## src/rtl/sync_fifo_wr_arb_if.sv

```systemverilog
// Requester write channels plus the shared sync FIFO write port.
// master: requesters and FIFO; slave: the arbiter.
interface sync_fifo_wr_arb_if #(
    parameter int unsigned NUM_REQ = 4,
    parameter int unsigned WIDTH   = 32
);
    logic [NUM_REQ-1:0]       req_valid;
    logic [NUM_REQ*WIDTH-1:0] req_data;
    logic [NUM_REQ-1:0]       req_last;
    logic [NUM_REQ-1:0]       req_ready;
    logic                     fifo_wr;
    logic [WIDTH-1:0]         fifo_din;
    logic                     fifo_full;

    modport master (
        output req_valid, req_data, req_last, fifo_full,
        input  req_ready, fifo_wr, fifo_din
    );

    modport slave (
        input  req_valid, req_data, req_last, fifo_full,
        output req_ready, fifo_wr, fifo_din
    );
endinterface

```

## src/rtl/sync_fifo_wr_arb.sv

```systemverilog
// Round-robin burst arbiter feeding several write requesters into one sync FIFO.
// A grant lasts until req_last, BURST_MAX beats, or the holder drops valid;
// fifo_full stalls the burst. Define FIFO_ARB_STAT_EN to build the per-requester
// accepted-word counters; otherwise stat_cnt is tied to zero.
module sync_fifo_wr_arb #(
    parameter int unsigned NUM_REQ   = 4,
    parameter int unsigned WIDTH     = 32,
    parameter int unsigned BURST_MAX = 4
) (
    input  logic                        clk,
    input  logic                        rst,
    sync_fifo_wr_arb_if.slave           bus,
    output logic [$clog2(NUM_REQ)-1:0]  grant_id,
    output logic                        busy,
    output logic [NUM_REQ*16-1:0]       stat_cnt
);
    localparam int unsigned IdW   = $clog2(NUM_REQ);
    localparam int unsigned BeatW = (BURST_MAX > 1) ? $clog2(BURST_MAX) : 1;

    typedef enum logic [0:0] {StIdle, StGrant} state_e;

    state_e           state_q, state_d;
    logic [IdW-1:0]   grant_q, grant_d;
    logic [IdW-1:0]   rr_q, rr_d;
    logic [BeatW-1:0] beat_q, beat_d;
    logic             sel_found;
    logic [IdW-1:0]   sel_idx;
    logic             accept;

    function automatic logic [IdW-1:0] wrap_idx(input int unsigned base, input int unsigned off);
        return IdW'((base + off) % NUM_REQ);
    endfunction

    // A word moves only in GRANT, with the holder valid, FIFO not full and not in reset
    assign accept = (state_q == StGrant) && bus.req_valid[grant_q] && !bus.fifo_full && !rst;

    // Pick the first valid requester at or above rr_q, wrapping
    always_comb begin
        sel_found = 1'b0;
        sel_idx   = '0;
        for (int unsigned k = 0; k < NUM_REQ; k++) begin
            if (!sel_found && bus.req_valid[wrap_idx(32'(rr_q), k)]) begin
                sel_found = 1'b1;
                sel_idx   = wrap_idx(32'(rr_q), k);
            end
        end
    end

    // State register
    always_ff @(posedge clk) begin
        if (rst) begin
            state_q <= StIdle;
            grant_q <= '0;
            rr_q    <= '0;
            beat_q  <= '0;
        end else begin
            state_q <= state_d;
            grant_q <= grant_d;
            rr_q    <= rr_d;
            beat_q  <= beat_d;
        end
    end

    // Next-state: arbitrate in IDLE, count beats and end bursts in GRANT
    always_comb begin
        state_d = state_q;
        grant_d = grant_q;
        rr_d    = rr_q;
        beat_d  = beat_q;
        unique case (state_q)
            StIdle: begin
                if (sel_found) begin
                    state_d = StGrant;
                    grant_d = sel_idx;
                    rr_d    = wrap_idx(32'(sel_idx), 1);
                    beat_d  = '0;
                end
            end
            StGrant: begin
                // Full stalls everything, including a holder that has dropped valid
                if (!bus.fifo_full) begin
                    if (!bus.req_valid[grant_q]) begin
                        state_d = StIdle;
                        grant_d = '0;
                    end else begin
                        beat_d = beat_q + BeatW'(1);
                        if (bus.req_last[grant_q] || (beat_q == BeatW'(BURST_MAX - 1))) begin
                            state_d = StIdle;
                            grant_d = '0;
                        end
                    end
                end
            end
            default: state_d = StIdle;
        endcase
    end

    // Outputs: zero-latency pass-through from the grant holder; writes blocked during reset
    always_comb begin
        busy          = (state_q == StGrant);
        grant_id      = busy ? grant_q : '0;
        bus.req_ready = '0;
        bus.fifo_wr   = accept;
        bus.fifo_din  = '0;
        if (busy) begin
            bus.fifo_din = bus.req_data[32'(grant_q) * WIDTH +: WIDTH];
            if (!rst) begin
                bus.req_ready[grant_q] = !bus.fifo_full;
            end
        end
    end

`ifdef FIFO_ARB_STAT_EN
    logic [15:0] stat_q [NUM_REQ];

    // Per-requester accepted-word counters, saturating at all-ones
    always_ff @(posedge clk) begin
        if (rst) begin
            for (int i = 0; i < int'(NUM_REQ); i++) begin
                stat_q[i] <= '0;
            end
        end else if (accept && (stat_q[grant_q] != 16'hFFFF)) begin
            stat_q[grant_q] <= stat_q[grant_q] + 16'd1;
        end
    end

    // Flatten counters onto the output bus
    always_comb begin
        stat_cnt = '0;
        for (int i = 0; i < int'(NUM_REQ); i++) begin
            stat_cnt[i*16 +: 16] = stat_q[i];
        end
    end
`else
    assign stat_cnt = '0;
`endif

endmodule
```

## src/flat_wrapper.sv

```systemverilog
// flat-port wrapper written by rule: the top's interface ports become plain ports
module sync_fifo_wr_arb_flat 
#(
    parameter int unsigned NUM_REQ   = 4,
    parameter int unsigned WIDTH     = 32,
    parameter int unsigned BURST_MAX = 4
)
  (clk, rst, grant_id, busy, stat_cnt, bus_req_valid, bus_req_data, bus_req_last, bus_fifo_full, bus_req_ready, bus_fifo_wr, bus_fifo_din);
  sync_fifo_wr_arb_if #(.NUM_REQ(NUM_REQ), .WIDTH(WIDTH)) bus_i ();
  input  logic clk;
  input  logic rst;
  output logic [$clog2(NUM_REQ)-1:0] grant_id;
  output logic busy;
  output logic [NUM_REQ*16-1:0] stat_cnt;
  input wire logic [$bits(bus_i.req_valid)-1:0] bus_req_valid;
  input wire logic [$bits(bus_i.req_data)-1:0] bus_req_data;
  input wire logic [$bits(bus_i.req_last)-1:0] bus_req_last;
  input wire logic [$bits(bus_i.fifo_full)-1:0] bus_fifo_full;
  output wire logic [$bits(bus_i.req_ready)-1:0] bus_req_ready;
  output wire logic [$bits(bus_i.fifo_wr)-1:0] bus_fifo_wr;
  output wire logic [$bits(bus_i.fifo_din)-1:0] bus_fifo_din;
  assign bus_i.req_valid = bus_req_valid;
  assign bus_i.req_data = bus_req_data;
  assign bus_i.req_last = bus_req_last;
  assign bus_i.fifo_full = bus_fifo_full;
  assign bus_req_ready = bus_i.req_ready;
  assign bus_fifo_wr = bus_i.fifo_wr;
  assign bus_fifo_din = bus_i.fifo_din;
  sync_fifo_wr_arb #(.NUM_REQ(NUM_REQ), .WIDTH(WIDTH), .BURST_MAX(BURST_MAX)) u_core (.clk(clk), .rst(rst), .bus(bus_i), .grant_id(grant_id), .busy(busy), .stat_cnt(stat_cnt));
endmodule
```

## config.mk

```make
export PLATFORM = sky130hd
export DESIGN_NAME = sync_fifo_wr_arb_flat
export DESIGN_NICKNAME = d
export VERILOG_FILES = /design/src/rtl/sync_fifo_wr_arb_if.sv /design/src/rtl/sync_fifo_wr_arb.sv /design/src/flat_wrapper.sv
export SDC_FILE = /design/constraint.sdc
export NUM_CORES = 1
export LEC_CHECK = 0
export CELL_PAD_IN_SITES_DETAIL_PLACEMENT = 1
export CELL_PAD_IN_SITES_GLOBAL_PLACEMENT = 1
export CORE_ASPECT_RATIO = 0.9
export CORE_MARGIN = 5
export CORE_UTILIZATION = 17
export CTS_CLUSTER_DIAMETER = 50
export DETAILED_ROUTE_END_ITERATION = 6
export HOLD_SLACK_MARGIN = 0.05
export PLACE_DENSITY_LB_ADDON = 0.1
export SYNTH_ARGS = -nofsm -noshare
export SYNTH_HDL_FRONTEND = slang
export SYNTH_SLANG_ARGS = --single-unit
```

## constraint.sdc

```tcl
create_clock -name clk -period 2.5 [get_ports clk]
set_input_delay 0.5 -clock clk [delete_from_list [all_inputs] [get_ports clk]]
set_output_delay 0.5 -clock clk [all_outputs]
set_load 0.03 [all_outputs]
```

Word level (Yosys, flattened, before mapping)
Index checks and enable logic that the tools add are counted.
{ "word_totals": {"output_inout_bits": 104, "reg_bits": 7, "inputBits": 139} }
{ "classes": {"reduce_logical": 16, "addsub": 5, "eq_ne": 5, "n_bitwise": 2, "n_mux": 40, "shift": 1, "magnitude_cmp": 6} }
{ "op_table": {"columns": ["op", "count"], "rows": [
  ["variable part select 128 x 8 -> 32 bit", 1],
  ["2-to-1 mux 32 bit", 1],
  ["2-to-1 mux 2 bit", 12],
  ["less-than comparator 2 x 3 -> 1 bit (second input constant)", 5],
  ["2-to-1 mux 1 bit", 15],
  ["binary-select mux 1 bit (select 2 bit)", 6],
  ["2-to-1 mux 4 bit", 2],
  ["one-hot mux 2 bit (2 select lines)", 2],
  ["logical AND 1 bit", 7],
  ["adder 2 x 1 -> 2 bit (second input constant)", 3],
  ["AND reduction 3 bit", 2],
  ["zero test 1 bit", 5],
  ["adder 2 bit (second input constant)", 2],
  ["bitwise AND 4 bit", 1],
  ["inequality test 2 bit (second input constant)", 2],
  ["inequality test 3 bit (second input constant)", 1],
  ["demux 1 bit (select 2 bit)", 1],
  ["equality test 2 bit (second input constant)", 1],
  [">= comparator 2 x 1 -> 1 bit (second input constant)", 1],
  ["inequality test 2 x 1 -> 1 bit (second input constant)", 1],
  ["one-hot mux 1 bit (2 select lines)", 1],
  ["AND reduction 2 bit", 1],
  ["logical OR 1 bit", 1],
  ["inverter 1 bit", 1]
]} }

Longest topological paths before layout
{ "depth": {"depth_word": 14, "mapped_depth": 6, "ltp_nobuf": 6} }

Least setup slack after synthesis
Ideal clock, no wire load.
{ "synth_path": {"kind": "register to output", "from": "reg u_core.grant_q[1]", "to": "out bus_req_ready[2]", "stages_incl_launch_ff": 5, "arrival_ns": 1.798, "n_path_buf": 3, "slack_ns": 0.202, "required_ns": 2.000, "path_cell_list": "dfxtp_1 > buf_6 > buf_4 > buf_2 > nor4b_1"} }
{ "synth_via": {"elab_chain_cells": 7, "elab_cells_between_ends": 8} }
{ "synth_rtl": {"columns": ["item", "line", "rtl"], "rows": [
  ["start, declared", "sync_fifo_wr_arb.sv:23", "logic [IdW-1:0] grant_q, grant_d;"],
  ["start signal, assigned", "sync_fifo_wr_arb.sv:58", "grant_q <= grant_d;"],
  ["less-than comparator 2 x 3 -> 1 bit (implied by the code) or >= comparator 2 x 1 -> 1 bit (tied branches)", "sync_fifo_wr_arb.sv:108", "bus.req_ready[grant_q] = !bus.fifo_full;"],
  ["logical AND 1 bit (implied by the code)", "sync_fifo_wr_arb.sv:108", null],
  ["2-to-1 mux 1 bit (implied by the code)", "sync_fifo_wr_arb.sv:108", null],
  ["demux 1 bit (select 2 bit) (*)", null, null],
  ["bitwise AND 4 bit (no source line) (*)", null, null],
  ["2-to-1 mux 4 bit (*)", "sync_fifo_wr_arb.sv:107", "if (!rst) begin"],
  ["2-to-1 mux 4 bit (*)", "sync_fifo_wr_arb.sv:105", "if (busy) begin"],
  ["end, declared", "flat_wrapper.sv:19", "output wire logic [$bits(bus_i.req_ready)-1:0] bus_req_ready;"]
]} }
Every way passes the cells marked *; elsewhere a longest branch is shown, timed or not.

Worst setup path in the final report
{ "layout_path": {"from": "in bus_req_valid[2]", "to": "out bus_fifo_wr"} }
{ "layout_via": {"elab_chain_cells": 5} }
{ "layout_rtl": {"columns": ["item", "line", "rtl"], "rows": [
  ["start, declared", "flat_wrapper.sv:15", "input wire logic [$bits(bus_i.req_valid)-1:0] bus_req_valid;"],
  ["binary-select mux 1 bit (select 2 bit)", "sync_fifo_wr_arb.sv:35", "assign accept = (state_q == StGrant) && bus.req_valid[grant_q] && !bus.fifo_full && !rst;"],
  ["2-to-1 mux 1 bit (implied by the code)", "sync_fifo_wr_arb.sv:35", null],
  ["logical AND 1 bit (3 in a row)", "sync_fifo_wr_arb.sv:35", null],
  ["end, declared", "flat_wrapper.sv:20", "output wire logic [$bits(bus_i.fifo_wr)-1:0] bus_fifo_wr;"]
]} }
No other way between the ends. The select of a mux whose other input is x is not followed.

==> metrics.txt <==
Hold Path Class=reg2reg; most common cell after layout, fill and taps aside=clkdlybuf4s50_1; Total Power=1.36 mW; top cell family by delay on the critical path=buffers and inverters; Seq pwr share=between 10% and 20%; Via Count=about 2000; Int Pwr=between 800 and 900 µW; DP Area=~3700 µm²; commonest cells after routing, fill and taps aside=clkdlybuf4s50_1, conb_1, and2_1; post-synthesis cell type count=31; Layout fillers=1363; DPL Wire Length=between 8000 and 9000 µm; busiest grt layer=met2; pwr/cell area=about 360 nW/µm²; Setup CP Type=in2out; clk_skew=between 0.001 and 0.0015 ns; fmax=between 400 and 500 MHz; Final Cell Area=about 3800 µm²; Slew Viols, Final=0; row count=37; antenna violations before repair=1; GP Congestion=roughly 0.73; Switching Fraction=between 30% and 40%; status=complete, no violations; max_cap viols=0; DRC violations left=0; clock share of power=20.2%; cells along the critical path=clkdlybuf4s50_1, mux4_2, and2_1, buf_4; initial cell density of the core=17.3%; Final period util=~96%; Placed Instances=approximately 530; CTS HTree Levels=1; pre-CTS setup slack=-0.140 ns; IO Count=approximately 240; Clock Path Buffers=2; largest area contributor in the netlist=mux4_2; drt pass-1 iters=4; Final #Nets=around 520; Crit path required time=2.00 ns; RSZ-0062 raised after global routing=no; # setup viols final=0; Final WS setup=between 0.1 and 0.15 ns; Detail Route Antenna Nets=0; M1 GR Usage=between 15 and 20%; dominant cells by area after synthesis=mux4_2, buf_4, and2_1; Ys Warns=0; Leak=around 1.5 nW; CTS tree=done; die area=~14000 µm²; Post-Syn Instances=around 200; largest net degree at the start of global routing=39; crit path buf inv count=2; die height=roughly 110 µm; layout cell share with drive strength beyond 1=about 20%; root buf cell=clkbuf_16; # diodes=0; Via density=between 3 and 4; die width=around 120 µm; Tmin final=about 2.4 ns; GRT Util Overall=12.8%; Gate power share=69.5%; grt met3 use=around 4.2%; first-pass GRT wire length=between 10000 and 15000 µm; GR Layer Usage met2=a little over a fifth; clock transition at the registers of the reported paths=0.04 ns; I/O Buffers=roughly 180; Slowest-stage cell, CP=mux4_2; Final Hold Vio Count=0; peak fanout along the critical path=5; top-area cell type share of the netlist area=37.8%; Iter 0 DRT Violations=55; Core ar.=~11000 µm²; CTS sink cnt=7; vias in the first global route=2146; Overflow after GRT=0; crit-path max cell delay=0.56 ns; CP arrival=1.90 ns; Seq/Total Area, Yosys=around 7%; post-synthesis cell area=1970 µm²; Worst setup EP type=output pin; total negative slack=0 ns; final WL=a little under 10000 µm; routed length per placed instance=roughly 18 µm; Area Overhead vs Synth=92.2%; Final Non-Filler Cells=~540; post-synthesis average cell area=9.79 µm²; register bit total from synthesis=7; clk_lat worst skew=0.23 ns; Worst setup SP type=input port; Sw Pwr=~540 µW; total CTS buffers=3; maximum vdd ir drop=between 0.0002 and 0.0003 V
-- sequential cells by signal (all words and copies together) (netlist names) --
signal,cells
u_core.rr_q,2
u_core.busy,1
u_core.grant_q,2
u_core.beat_q,2
-- power groups by stage --
stage	logic (mW)	clock network [mW]	registers (mW)
after floorplan	0.633	0	0.137
after global placement	0.968	0	0.143
after detailed placement	0.976	0	0.143
after CTS	0.957	0.282	0.142
after global routing	1.01	0.292	0.143
final	0.944	0.274	0.141
-- cells in the mapped netlist --
library cell and instances:
or2_2 2, nor2b_1 2, clkbuf_1 6, buf_4 67, nand2b_1 4, a21oi_1 5, a21oi_2 1, o2bb2a_1 1
nor4b_1 1, nand2_1 1, nand3_1 2, nor3_1 1, dfxtp_1 7, a211oi_1 2, mux2i_1 3, xnor2_1 1
nand4b_1 1, nor2_1 9, and2_1 35, a22o_1 1, ha_1 1, nor4_1 2, mux4_2 33, conb_1 1
buf_6 1, inv_1 2, a32o_1 2, o21ai_0 1, and3_1 1, buf_2 4, a311oi_2 1
-- metal layers --
layer	wire length [µm]	vias to the layer above
li1	-	964
met1	3930	951
met2	4670	111
met3	1090	4
met4	11	2
met5	13	-
-- cell type report --
class	count	area, µm²	area share, %
sequential	7	143	3.77
tap	156	195	5.16
clock buffer	4	78.8	2.08
timing repair buffer	191	1860	49.1
inverter	2	7.51	0.198
multi-input combinational	177	1500	39.7
-- kinds of logic (layout without fill, tap and decap cells) --
family                   count (synthesis)  in the layout  share of synthesized area [%]
buffers and inverters                   80            197                           28.7
AND/OR/NAND/NOR                         61             61                           18.2
multiplexers                            36             36                           39.3
AO/OA/AOI/OAI                           14             14                           5.47
flip-flops                               7              7                           7.12
adder cells (fa/ha/maj)                  1              1                          0.636
other                                    1             64                          0.191
XOR/XNOR                                 1              1                          0.445
-- per-stage QoR --
stage          utilization [%]  hold slack (ns)
2_1_floorplan                -            0.452
3_3_place_gp              32.7            0.463
3_5_place_dp              32.7            0.468
4_1_cts                   33.2            0.475
5_1_grt                   33.2            0.512
6_report                  33.2            0.471
-- worst min-delay path, delay by kind of cell (launching register included) --
| family | cells | cell delay, ns |
|---|---|---|
| flip-flops | 1 | 0.30 |
| AND/OR/NAND/NOR | 1 | 0.06 |
| AO/OA/AOI/OAI | 1 | 0.06 |
-- what timing repair did --
item | 4_1_cts | 5_1_grt
setup endpoints to repair | 17 | 0
buffers inserted | 0 | 0
gates resized for setup | 17 | 0
hold buffers | 0 | 0
-- final timing paths --
| path | start | end | slack (ns) | depth (start not counted) |
|---|---|---|---|---|
| setup reg to reg | u_core.grant_q[0]$_SDFFE_PP0P_ | u_core.grant_q[0]$_SDFFE_PP0P_ | 0.76 | 6 |
| hold / removal | u_core.beat_q[1]$_SDFFE_PP0P_ | u_core.beat_q[1]$_SDFFE_PP0P_ | 0.47 | 2 |
| hold reg to reg | u_core.beat_q[1]$_SDFFE_PP0P_ | u_core.beat_q[1]$_SDFFE_PP0P_ | 0.47 | 2 |
| setup / recovery | bus_req_valid[2] | bus_fifo_wr | 0.10 | 4 |
Power figures use the tool's default switching activity.
